`config.mk`:
```
export PLATFORM = sky130hd
export DESIGN_NAME = recirc_active_ctrl_flat
export DESIGN_NICKNAME = d
export VERILOG_FILES = /design/src/rtl/recirc_active_ctrl_pkg.sv /design/src/rtl/recirc_active_ctrl_if.sv /design/src/rtl/recirc_active_ctrl_word_match.sv /design/src/rtl/recirc_active_ctrl.sv /design/src/flat_wrapper.sv
export SDC_FILE = /design/constraint.sdc
export NUM_CORES = 1
export LEC_CHECK = 0
export BUFFER_PORTS_ARGS = -buffer_cell sky130_fd_sc_hd__buf_4
export CORE_MARGIN = 5
export CORE_UTILIZATION = 40
export CTS_CLUSTER_DIAMETER = 60
export DETAILED_ROUTE_END_ITERATION = 10
export GPL_ROUTABILITY_DRIVEN = 0
export PLACE_DENSITY_LB_ADDON = 0.12
export SLEW_MARGIN = 10
export SYNTH_ARGS = -nofsm -noshare
export SYNTH_HDL_FRONTEND = slang
export SYNTH_SLANG_ARGS = --single-unit
```
`constraint.sdc`:
```
create_clock -name clk_2f -period 2.65 [get_ports clk_2f]
set_input_delay 0.1325 -clock clk_2f [delete_from_list [all_inputs] [get_ports clk_2f]]
set_output_delay 0.1325 -clock clk_2f [all_outputs]
set_load 0.005 [all_outputs]
```
`src/rtl/recirc_active_ctrl_pkg.sv`:
```
// Shared PHY definitions for the link-activation controller.
// State encoding and COM/lock/loss defaults reused across the PHY.
package recirc_active_ctrl_pkg;

  localparam logic [1:0] ST_SEARCH  = 2'd0;
  localparam logic [1:0] ST_LOCKING = 2'd1;
  localparam logic [1:0] ST_ACTIVE  = 2'd2;
  localparam logic [1:0] ST_LOSS    = 2'd3;

  localparam int          DATA_W_DEF   = 32;
  localparam logic [31:0] COM_WORD_DEF = 32'hBCBCBCBC;
  localparam int          N_LOCK_DEF   = 4;
  localparam int          N_LOSS_DEF   = 16;

  typedef struct packed {
    logic [1:0] st;
    logic [3:0] lock;
    logic [7:0] idle;
    logic       loss;
  } fsm_nxt_t;

endpackage

```
`src/rtl/recirc_active_ctrl_if.sv`:
```
// Word stream into the activation controller and the active
// qualifier it hands back to the recirculator.
interface recirc_active_ctrl_if
  import recirc_active_ctrl_pkg::*;
#(
  parameter int DATA_W = DATA_W_DEF
) ();

  logic [DATA_W-1:0] data_input;
  logic              valid;
  logic              active;

  modport master (
    output data_input,
    output valid,
    input  active
  );

  modport slave (
    input  data_input,
    input  valid,
    output active
  );

endinterface

```
`src/rtl/recirc_active_ctrl_word_match.sv`:
```
// COM word comparator: raw match for the FSM plus a
// registered com_det pulse.
module recirc_active_ctrl_word_match
  import recirc_active_ctrl_pkg::*;
#(
  parameter int                DATA_W   = DATA_W_DEF,
  parameter logic [DATA_W-1:0] COM_WORD = DATA_W'(COM_WORD_DEF)
) (
  input  logic              clk_2f,
  input  logic              reset,
  input  logic [DATA_W-1:0] data_input,
  input  logic              valid,
  output logic              com,
  output logic              com_det
);

  assign com = valid && (data_input == COM_WORD);

  always_ff @(posedge clk_2f or posedge reset) begin
    if (reset) begin
      com_det <= 1'b0;
    end else begin
      com_det <= com;
    end
  end

endmodule

```
`src/rtl/recirc_active_ctrl.sv`:
```
// Link-activation controller: lock on N_LOCK consecutive COM
// words, drop after N_LOSS idle cycles, sticky loss flag.
module recirc_active_ctrl
  import recirc_active_ctrl_pkg::*;
#(
  parameter int                DATA_W   = DATA_W_DEF,
  parameter logic [DATA_W-1:0] COM_WORD = DATA_W'(COM_WORD_DEF),
  parameter int                N_LOCK   = N_LOCK_DEF,
  parameter int                N_LOSS   = N_LOSS_DEF
) (
  input  logic                 clk_2f,
  input  logic                 reset,
  input  logic                 enable,
  input  logic                 clr_err,
  recirc_active_ctrl_if.slave  bus,
  output logic                 com_det,
  output logic [1:0]           state,
  output logic [3:0]           lock_cnt,
  output logic                 err_loss
);

  localparam logic [3:0] LOCK_N = 4'(N_LOCK);
  localparam logic [7:0] LOSS_N = 8'(N_LOSS);

  logic       com;
  logic [7:0] idle_cnt;
  logic [3:0] lock_inc;
  logic [7:0] idle_inc;
  fsm_nxt_t   nxt;

  recirc_active_ctrl_word_match #(
    .DATA_W   (DATA_W),
    .COM_WORD (COM_WORD)
  ) u_word_match (
    .clk_2f     (clk_2f),
    .reset      (reset),
    .data_input (bus.data_input),
    .valid      (bus.valid),
    .com        (com),
    .com_det    (com_det)
  );

  assign lock_inc = lock_cnt + 4'd1;
  assign idle_inc = idle_cnt + 8'd1;

  always_comb begin
    nxt.st   = state;
    nxt.lock = lock_cnt;
    nxt.idle = idle_cnt;
    nxt.loss = 1'b0;
    unique case (state)
      ST_SEARCH: begin
        if (com) begin
          nxt.lock = 4'd1;
          nxt.st   = (LOCK_N == 4'd1) ? ST_ACTIVE
                                      : ST_LOCKING;
        end else begin
          nxt.lock = 4'd0;
        end
      end
      ST_LOCKING: begin
        if (com) begin
          nxt.lock = lock_inc;
          if (lock_inc == LOCK_N) begin
            nxt.st = ST_ACTIVE;
          end
        end else if (bus.valid) begin
          nxt.st   = ST_SEARCH;
          nxt.lock = 4'd0;
        end
      end
      ST_ACTIVE: begin
        // COM words are plain data once active
        if (bus.valid) begin
          nxt.idle = 8'd0;
        end else if (idle_inc == LOSS_N) begin
          nxt.st   = ST_LOSS;
          nxt.lock = 4'd0;
          nxt.idle = 8'd0;
          nxt.loss = 1'b1;
        end else begin
          nxt.idle = idle_inc;
        end
      end
      ST_LOSS: begin
        nxt.st   = ST_SEARCH;
        nxt.lock = 4'd0;
        nxt.idle = 8'd0;
      end
    endcase
    if (!enable) begin
      nxt.st   = ST_SEARCH;
      nxt.lock = 4'd0;
      nxt.idle = 8'd0;
      nxt.loss = 1'b0;
    end
  end

  always_ff @(posedge clk_2f or posedge reset) begin
    if (reset) begin
      state      <= ST_SEARCH;
      lock_cnt   <= 4'd0;
      idle_cnt   <= 8'd0;
      err_loss   <= 1'b0;
      bus.active <= 1'b0;
    end else begin
      state      <= nxt.st;
      lock_cnt   <= nxt.lock;
      idle_cnt   <= nxt.idle;
      err_loss   <= nxt.loss | (err_loss & ~clr_err);
      bus.active <= (nxt.st == ST_ACTIVE);
    end
  end

endmodule

```
`src/flat_wrapper.sv`:
```
// flat-port wrapper written by rule: the top's interface ports become plain ports
module recirc_active_ctrl_flat import recirc_active_ctrl_pkg::*;
#(
  parameter int                DATA_W   = DATA_W_DEF,
  parameter logic [DATA_W-1:0] COM_WORD = DATA_W'(COM_WORD_DEF),
  parameter int                N_LOCK   = N_LOCK_DEF,
  parameter int                N_LOSS   = N_LOSS_DEF
)
  (clk_2f, reset, enable, clr_err, com_det, state, lock_cnt, err_loss, bus_data_input, bus_valid, bus_active);
  recirc_active_ctrl_if #(.DATA_W(DATA_W)) bus_i ();
  input  logic clk_2f;
  input  logic reset;
  input  logic enable;
  input  logic clr_err;
  output logic com_det;
  output logic [1:0] state;
  output logic [3:0] lock_cnt;
  output logic err_loss;
  input wire logic [$bits(bus_i.data_input)-1:0] bus_data_input;
  input wire logic [$bits(bus_i.valid)-1:0] bus_valid;
  output wire logic [$bits(bus_i.active)-1:0] bus_active;
  assign bus_i.data_input = bus_data_input;
  assign bus_i.valid = bus_valid;
  assign bus_active = bus_i.active;
  recirc_active_ctrl #(.DATA_W(DATA_W), .COM_WORD(COM_WORD), .N_LOCK(N_LOCK), .N_LOSS(N_LOSS)) u_core (.clk_2f(clk_2f), .reset(reset), .enable(enable), .clr_err(clr_err), .bus(bus_i), .com_det(com_det), .state(state), .lock_cnt(lock_cnt), .err_loss(err_loss));
endmodule
```
## Yosys cells after proc, flatten, opt, wreduce, memory -nomap -nowiden

Index checks and enable logic that the tools add are counted.

- Reduce and logical (&&, ||, !) cells: 3
- Equal/unequal tests: 11
- Mux-type cells: 15
- Bitwise operators: 3
- Add/sub/neg operators: 2

Operators by type and width:

| kind | count |
|---|---|
| equality test 32 bit (second input constant) | 1 |
| two-way mux 6 bit | 4 |
| one-hot mux 6 bit (4 select lines) | 1 |
| two-way mux 8 bit | 2 |
| one-hot mux 8 bit (2 select lines) | 1 |
| two-way mux 15 bit | 1 |
| adder 8 x 1 -> 8 bit (second input constant) | 1 |
| equality test 8 x 5 -> 1 bit (second input constant) | 1 |
| equality test 2 bit (second input constant) | 3 |
| adder 4 x 1 -> 4 bit (second input constant) | 1 |
| equality test 4 x 3 -> 1 bit (second input constant) | 1 |
| two-way mux 1 bit | 4 |
| two-way mux 2 bit | 2 |
| != test 4 bit (second input constant) | 1 |
| != test 3 x 1 -> 1 bit (second input constant) | 1 |
| != test 3 x 2 -> 1 bit (second input constant) | 1 |
| != test 3 bit (second input constant) | 1 |
| AND reduction 3 bit | 1 |
| equality test 2 x 1 -> 1 bit (second input constant) | 1 |
| zero test 2 bit | 1 |
| bitwise AND 1 bit | 1 |
| logical AND 1 bit | 1 |
| NOT 1 bit | 1 |
| OR 1 bit | 1 |

- Word-level logic and storage cells: 40
- Input bits: 37
- Register bits after elaboration: 17
- Output and inout port bits: 9

## Logic depth before layout (Yosys ltp)

Gate-level depths: netlist (run 1).

- Word-level depth: 7
- Gate-level depth with buffers: 6
- Mapped depth without buffers: 6

## Modules after synthesis

From an unflattened synthesis (run 1), not the netlist that was laid out.

- Cells, all modules: 134
- Area, all modules: 1112.3 um^2

By module, submodules not included:

| module | sequential area each (um^2) | area each (um^2) | cells an instance | instances |
|---|---|---|---|---|
| recirc_active_ctrl | 400.4 | 988.4 | 119 | 1 |
| recirc_active_ctrl_word_match | 25.0 | 123.9 | 15 | 1 |

## Worst setup path after synthesis (run 1)

OpenSTA, ideal clock, no wires.

- Path kind: reg2reg
- Start point: register u_core.lock_cnt[0]
- End point: register u_core.bus.active
- Clock period less this slack: 1.481 ns
- Stages on the path, launching flop included: 7
- Data arrival time: 1.363 ns
- Path slack: 1.169 ns
- Required time: 2.532 ns
- Library setup time: 0.118 ns
- Path buffers: 0
- Cell sequence: dfrtp_1 ha_1 nor3b_1 a31oi_1 nor2b_1 a22o_2 nor2b_2

RTL lines:

| item | RTL line | text |
|---|---|---|
| start: declaration | recirc_active_ctrl.sv:18 | `output logic [3:0] lock_cnt,` |
| start signal: assignment | recirc_active_ctrl.sv:108 | `lock_cnt <= nxt.lock;` |
| end signal: assignment | recirc_active_ctrl.sv:111 | `bus.active <= (nxt.st == ST_ACTIVE);` |
| end: declaration | recirc_active_ctrl_if.sv:22 | `output active` |

==> results.toml, run 1 <==
[outcome]
outcome = "finished clean"

[placement]
dp.cells = 182
place_area_mm2 = 0.00149
dp_hpwl_um = 2140
port-buffer-count = 45

[finish]
final_cells = 188
drive_gt1_share_pct = 43.9
multi_input_area_um2 = 674
fillers = 263
fin_util_pct = 56.6
fin_nets = 198
antenna_cells = 0
area_growth_pct = 37.2
fin_area_mm2 = 0.00154
register_area_um2 = 425

[synth]
syn_area_mm2 = 0.00112
avgSynthCellArea_um2 = 10.5
synth_edf_count = 0
syn_nets = 147
synth_common_cells = "dfrtp_1 (17), nand2_1 (14), o21ai_0 (12)"
synth_xor_area_share_pct = 3.13
yosysTopAreaCell = "dfrtp_1"
ys_types = 42
synthAdderAreaFrac_pct = 3.36
synth_compound_area_share_pct = 14.7
syn_inst = 107
synth-simple-area-share_pct = 39.1
ys_seq_area_share_pct = 38.0
synth_top_area_share_pct = 38.0
ys_top_cells_by_area = "dfrtp_1 (38%), o21ai_0 (5.4%), nand2_1 (4.7%)"
synth_top_family_by_area = "simple AND/OR/NAND/NOR gates"
ys_async_sr_fraction_pct = 100
ys_ff_latch = 17
synth_top_flop_cell = "dfrtp_1"
yosysWarnings = 0
muxShareOfSynthArea_pct = 0
synth.most_common_cell = "dfrtp_1"

[pwr]
swShare_pct = 23.7
power.share.combinational_pct = 12.8
internal-power_w = 0.000357
p_clk_share_pct = 31.7
powerDensity_mw_per_mm2 = 305
power.share.sequential_pct = 55.5
power_leakage_nw = 0.754
totalPowerFinal_w = 0.000467
p_sw_w = 0.000111
ir_worst_vdd_v = 0.000234

[worst_setup_path]
critPathKind = "reg2reg"
crit_fanout = 8
critPathCaptureType = "flip-flop"
path_depth = 6
slowest_delay_ps = 480
path_cells = "ha_1, nor3b_1, a31oi_1, nor2b_1, a22o_2, nor2b_2"
r2r_cells = 6
cp.required_ps = 2860
cp_slowest_cell = "dfrtp_1"
path_buf_inv = 0
crit_family = "flip-flops"
cp-start-kind = "flip-flop"
r2r_slack_ps = 1020
arrival_ps = 1840

[floorplan]
num_rows = 19
ioPinCount = 46
die_h_um = 62.9
coreArea_mm2 = 0.00271
fp.dieArea_mm2 = 0.00395
dieWidth_um = 62.9
start_util_pct = 41.3

[timing]
fmax_ghz = 0.614
slew_viol_final = 0
tns_ps = 0
tightest_slew_ps = 652
rsz0062_at_grt = "false"
finalCritPeriodShare_pct = 61.4
skew_ps = 10.2
hold_violations = 0
setup_viol = 0
relSlewSlack_pct = 56.5
fin_crit_ps = 1630

[drt]
ant_nets = 0
dr.pass1.iters = 4
post_drt_wl_per_cell_um = 14.0
num_vias = 1015
drc = 0
drtIter0Drc = 37
drt_wl_total_um = 2630
via_per_inst = 5.40

[grt]
antenna_found_initial = 0
grt_pass1_wl_um = 4330
grt_pass1_vias = 997
grt_max_degree = 18
globalRoute.totalOverflow = 0
grt_usage_pct = 13.7

[clock_network]
htree_levels = 1
clkSinkCount = 17
path_clk_slew_ps = 110
postCtsSetupBuffers = 0
tritoncts = "done"
root_buffer = "clkbuf_4"
clock_path_buffers = 2
worstSkewPairLatency_ps = 310
cts.repair.resized = 0
cts_buffers = 3

[worst_hold_path]
hold_depth = 2
hp-class = "in2reg"

[flow_run]
drv_cap = 0
cell type report:
cell class | count | share of cell area, %
clock buffers | 3 | 1.47
clock inverters | 1 | 0.326
inverters | 3 | 0.733
multi-input cells | 86 | 43.9
flip-flops and latches | 17 | 27.7
well taps | 31 | 2.53
repair buffers | 47 | 23.3
cells in the final DEF (no fill, tap or decap), types with 2 or more instances in the layout:
| cell | n |
|---|---|
| nand3_1 | 5 |
| clkbuf_4 | 3 |
| ha_1 | 3 |
| xor2_1 | 3 |
| buf_4 | 45 |
| nand4b_1 | 2 |
| nand2_1 | 14 |
| nor3b_1 | 2 |
| o21ai_0 | 12 |
| and4b_2 | 3 |
| dfrtp_1 | 17 |
| nor2b_1 | 3 |
| a22o_2 | 2 |
| nand4_4 | 2 |
| nor2_1 | 3 |
| inv_1 | 3 |
| and4bb_2 | 3 |
| nor2b_2 | 3 |
| dlygate4sd3_1 | 2 |
| a22o_1 | 2 |
through the flow:
step / hold slack, ps / setup WS (ps)
finish: 104 / 1020
global route: 110 / 937
CTS: 107 / 1030
detailed placement: 265 / 1040
global placement: 257 / 1100
floorplan: 58.6 / 1170
layer usage:
metal  track usage (%)  up-vias  share of wire, %
met5                 0        -                 0
met4              7.16        0               2.2
met3              2.16        4               6.9
met2              21.8       39                47
met1              17.5      471                44
li1                  -      501                 -
registers in the layout (all words and copies together), names as in the netlist:
signal	cells
u_core.bus.active	1
u_core.err_loss	1
u_core.idle_cnt	8
u_core.lock_cnt	4
u_core.state	2
u_core.u_word_match.com_det	1
worst register-to-register path: stages (launching register included):
cell     delay [ps]
dfrtp_1         480
ha_1            260
nor3b_1         140
a31oi_1         200
nor2b_1          80
a22o_2          240
nor2b_2         140
kinds of logic (layout without fill, tap and decap cells):
kind of cell             count (synthesis)  after routing
adder cells (fa/ha/maj)                  3              3
XOR/XNOR                                 4              4
AND/OR/NAND/NOR                         55             55
AO/OA/AOI/OAI                           24             24
flip-flops                              17             17
buffers and inverters                    4             54
timing repair:
action	in CTS	in global routing
hold buffers	2	0
hold endpoints to repair	18	0
setup endpoints to repair	0	0
worst paths after layout:
path	end	from
hold reg to reg	u_core.err_loss	u_core.err_loss
setup / recovery	u_core.bus.active	u_core.lock_cnt[0]
setup reg to reg	u_core.bus.active	u_core.lock_cnt[0]
hold / removal	u_core.state[1]	enable
max in group asynchronous	u_core.idle_cnt[5]	reset
min in group asynchronous	u_core.idle_cnt[3]	reset
power by group through the flow:
stage | logic, W | clock network [W] | registers (W)
2_1_floorplan | 0.0000162 | 0 | 0.000264
3_3_place_gp | 0.0000572 | 0 | 0.000264
3_5_place_dp | 0.0000587 | 0 | 0.000264
4_1_cts | 0.0000610 | 0.000149 | 0.000259
5_1_grt | 0.0000658 | 0.000157 | 0.000259
6_report | 0.0000600 | 0.000148 | 0.000259
No activity file was read; power rests on OpenSTA's default activity.
==> run 2: changes to the inputs <==
==> constraint.sdc (replaced) <==
create_clock -name clk_2f -period 1.5 [get_ports clk_2f]
set_input_delay 0.075 -clock clk_2f [delete_from_list [all_inputs] [get_ports clk_2f]]
set_output_delay 0.075 -clock clk_2f [all_outputs]
set_load 0.005 [all_outputs]
==> run 2 against run 1 <==
The flow now finishes with violations (setup timing). Via count rose by 4.0%. Sequential share of layout area fell by 2.2 points. Global-route usage rose by 0.84 points. Flip-flop and latch count did not move. Largest power group unchanged. Clock skew fell by 2.5 ps. First-iteration DRC count fell by 11%. Register-to-register slack got worse by 1000 ps. Critical path depth fell by 1. Maximum frequency rose by 7.4%.
==> results.toml, run 2 (synthesis results as in run 1) <==
[drt]
drtIter0Drc = 33
drc = 0
ant_nets = 0
drt_wl_total_um = 2680
via_per_inst = 5.20
num_vias = 1056
post_drt_wl_per_cell_um = 13.2
dr.pass1.iters = 4

[floorplan]
die_h_um = 62.9
start_util_pct = 41.3
ioPinCount = 46
dieWidth_um = 62.9
coreArea_mm2 = 0.00271
fp.dieArea_mm2 = 0.00395
num_rows = 19

[timing]
skew_ps = 7.68
tightest_slew_ps = 653
fmax_ghz = 0.660
rsz0062_at_grt = "true"
setup_viol = 2
fin_crit_ps = 1520
slew_viol_final = 0
finalCritPeriodShare_pct = 101
relSlewSlack_pct = 56.4
hold_violations = 0
setup_slack_ps = -15.3

[grt]
globalRoute.totalOverflow = 0
grt_util_met3_pct = 2.34
top_usage_layer = "met2"
grt_usage_pct = 14.5
grt_pass1_vias = 1092
grtUsageMet1_pct = 18.7
antenna_found_initial = 0
grt_max_degree = 18
grt_use_met2_pct = 24.0
grt_pass1_wl_um = 4740

[clock_network]
tritoncts = "done"
clkSinkCount = 17
cts_buffers = 3
worstSkewPairLatency_ps = 290
htree_levels = 1
root_buffer = "clkbuf_4"
path_clk_slew_ps = 110
clock_path_buffers = 2

[finish]
largest_reg_flops = 8
antenna_cells = 0
drive_gt1_share_pct = 51.7
top_register = "u_core.idle_cnt"
fin_nets = 213
layout_commonest_cell = "buf_4"
final_cell_mix = "buf_4 (60), dfrtp_1 (17), nand2_1 (13), o21ai_0 (10), nand3_1 (5)"
largest_registers = "u_core.idle_cnt (8), u_core.lock_cnt (4), u_core.state (2)"
area_growth_pct = 48.9
final_cells = 203

[worst_setup_path]
critPathKind = "reg2reg"
crit_fanout = 5
arrival_ps = 1710
cp-start-kind = "flip-flop"
path_cells = "ha_2, nand2_2, nor4_4, a31oi_2, a22o_2"
cp.required_ps = 1700
cp_slowest_cell = "dfrtp_1"
crit_family = "compound AO/OA/AOI/OAI gates"
path_buf_inv = 0
r2r_slack_ps = -20
slowest_delay_ps = 430
critPathCaptureType = "flip-flop"

[outcome]
violations = "setup timing"
outcome = "complete, but fails checks"

[placement]
dp_slack_ps = -23.0
dp_hpwl_um = 2160
dp.cells = 192
port-buffer-count = 45

[pwr]
power_leakage_nw = 0.835
ir_worst_vdd_v = 0.000415
powerDensity_mw_per_mm2 = 490
totalPowerFinal_w = 0.000816

[flow_run]
drv_cap = 0

[worst_hold_path]
hp-class = "in2reg"
==> run 2: stage by stage <==
stage / utilization [%] / instance area [µm²] / setup TNS (ps) / hold slack (ps)
floorplan: - / 1120 / 0 / 1.07
global placement: 57.7 / 1560 / 0 / 204
detailed placement: 57.7 / 1560 / -23.0 / 217
CTS: 60.6 / 1640 / -30.7 / 34.9
global route: 61.4 / 1670 / -617 / 36.5
finish: 61.4 / 1670 / -22.3 / 44.8
==> run 2: per-layer routing <==
| metal | vias to the layer above | wire [µm] |
|---|---|---|
| li1 | 527 | - |
| met1 | 488 | 1130 |
| met2 | 39 | 1330 |
| met3 | 2 | 195 |
| met4 | 0 | 21 |
| met5 | - | 0 |
==> run 2: final timing paths <==
check,cells past startpoint,to,from
hold reg to reg,2,u_core.err_loss,u_core.err_loss
min in group asynchronous,3,u_core.lock_cnt[3],reset
max in group asynchronous,3,u_core.idle_cnt[6],reset
setup / recovery,5,u_core.lock_cnt[1],u_core.idle_cnt[0]
setup reg to reg,5,u_core.lock_cnt[1],u_core.idle_cnt[0]
hold / removal,2,u_core.state[1],enable
==> run 2: power by group <==
| part | switching [W] | leakage (nW) | internal [W] |
|---|---|---|---|
| Clock | 0.000150 | 0.0177 | 0.0000992 |
| Combinational | 0.0000337 | 0.579 | 0.0000743 |
| Sequential | 0.0000000000000165 | 0.238 | 0.000458 |
==> run 2: repair_timing <==
item                                    4_1_cts  5_1_grt
hold buffers                                  2        0
endpoints found under the setup margin        3        8
endpoints found under the hold margin        18        0
setup buffers                                 4        1
gates resized for setup                       1        6
==> run 2: layout make-up <==
class,instances,area [µm²]
clock buffer,3,22.5
clock inverter,1,5.00
fill,226,1040
inverter,3,11.3
multi-input combinational,86,692
sequential,17,425
tap,31,38.8
timing repair buffer,62,470
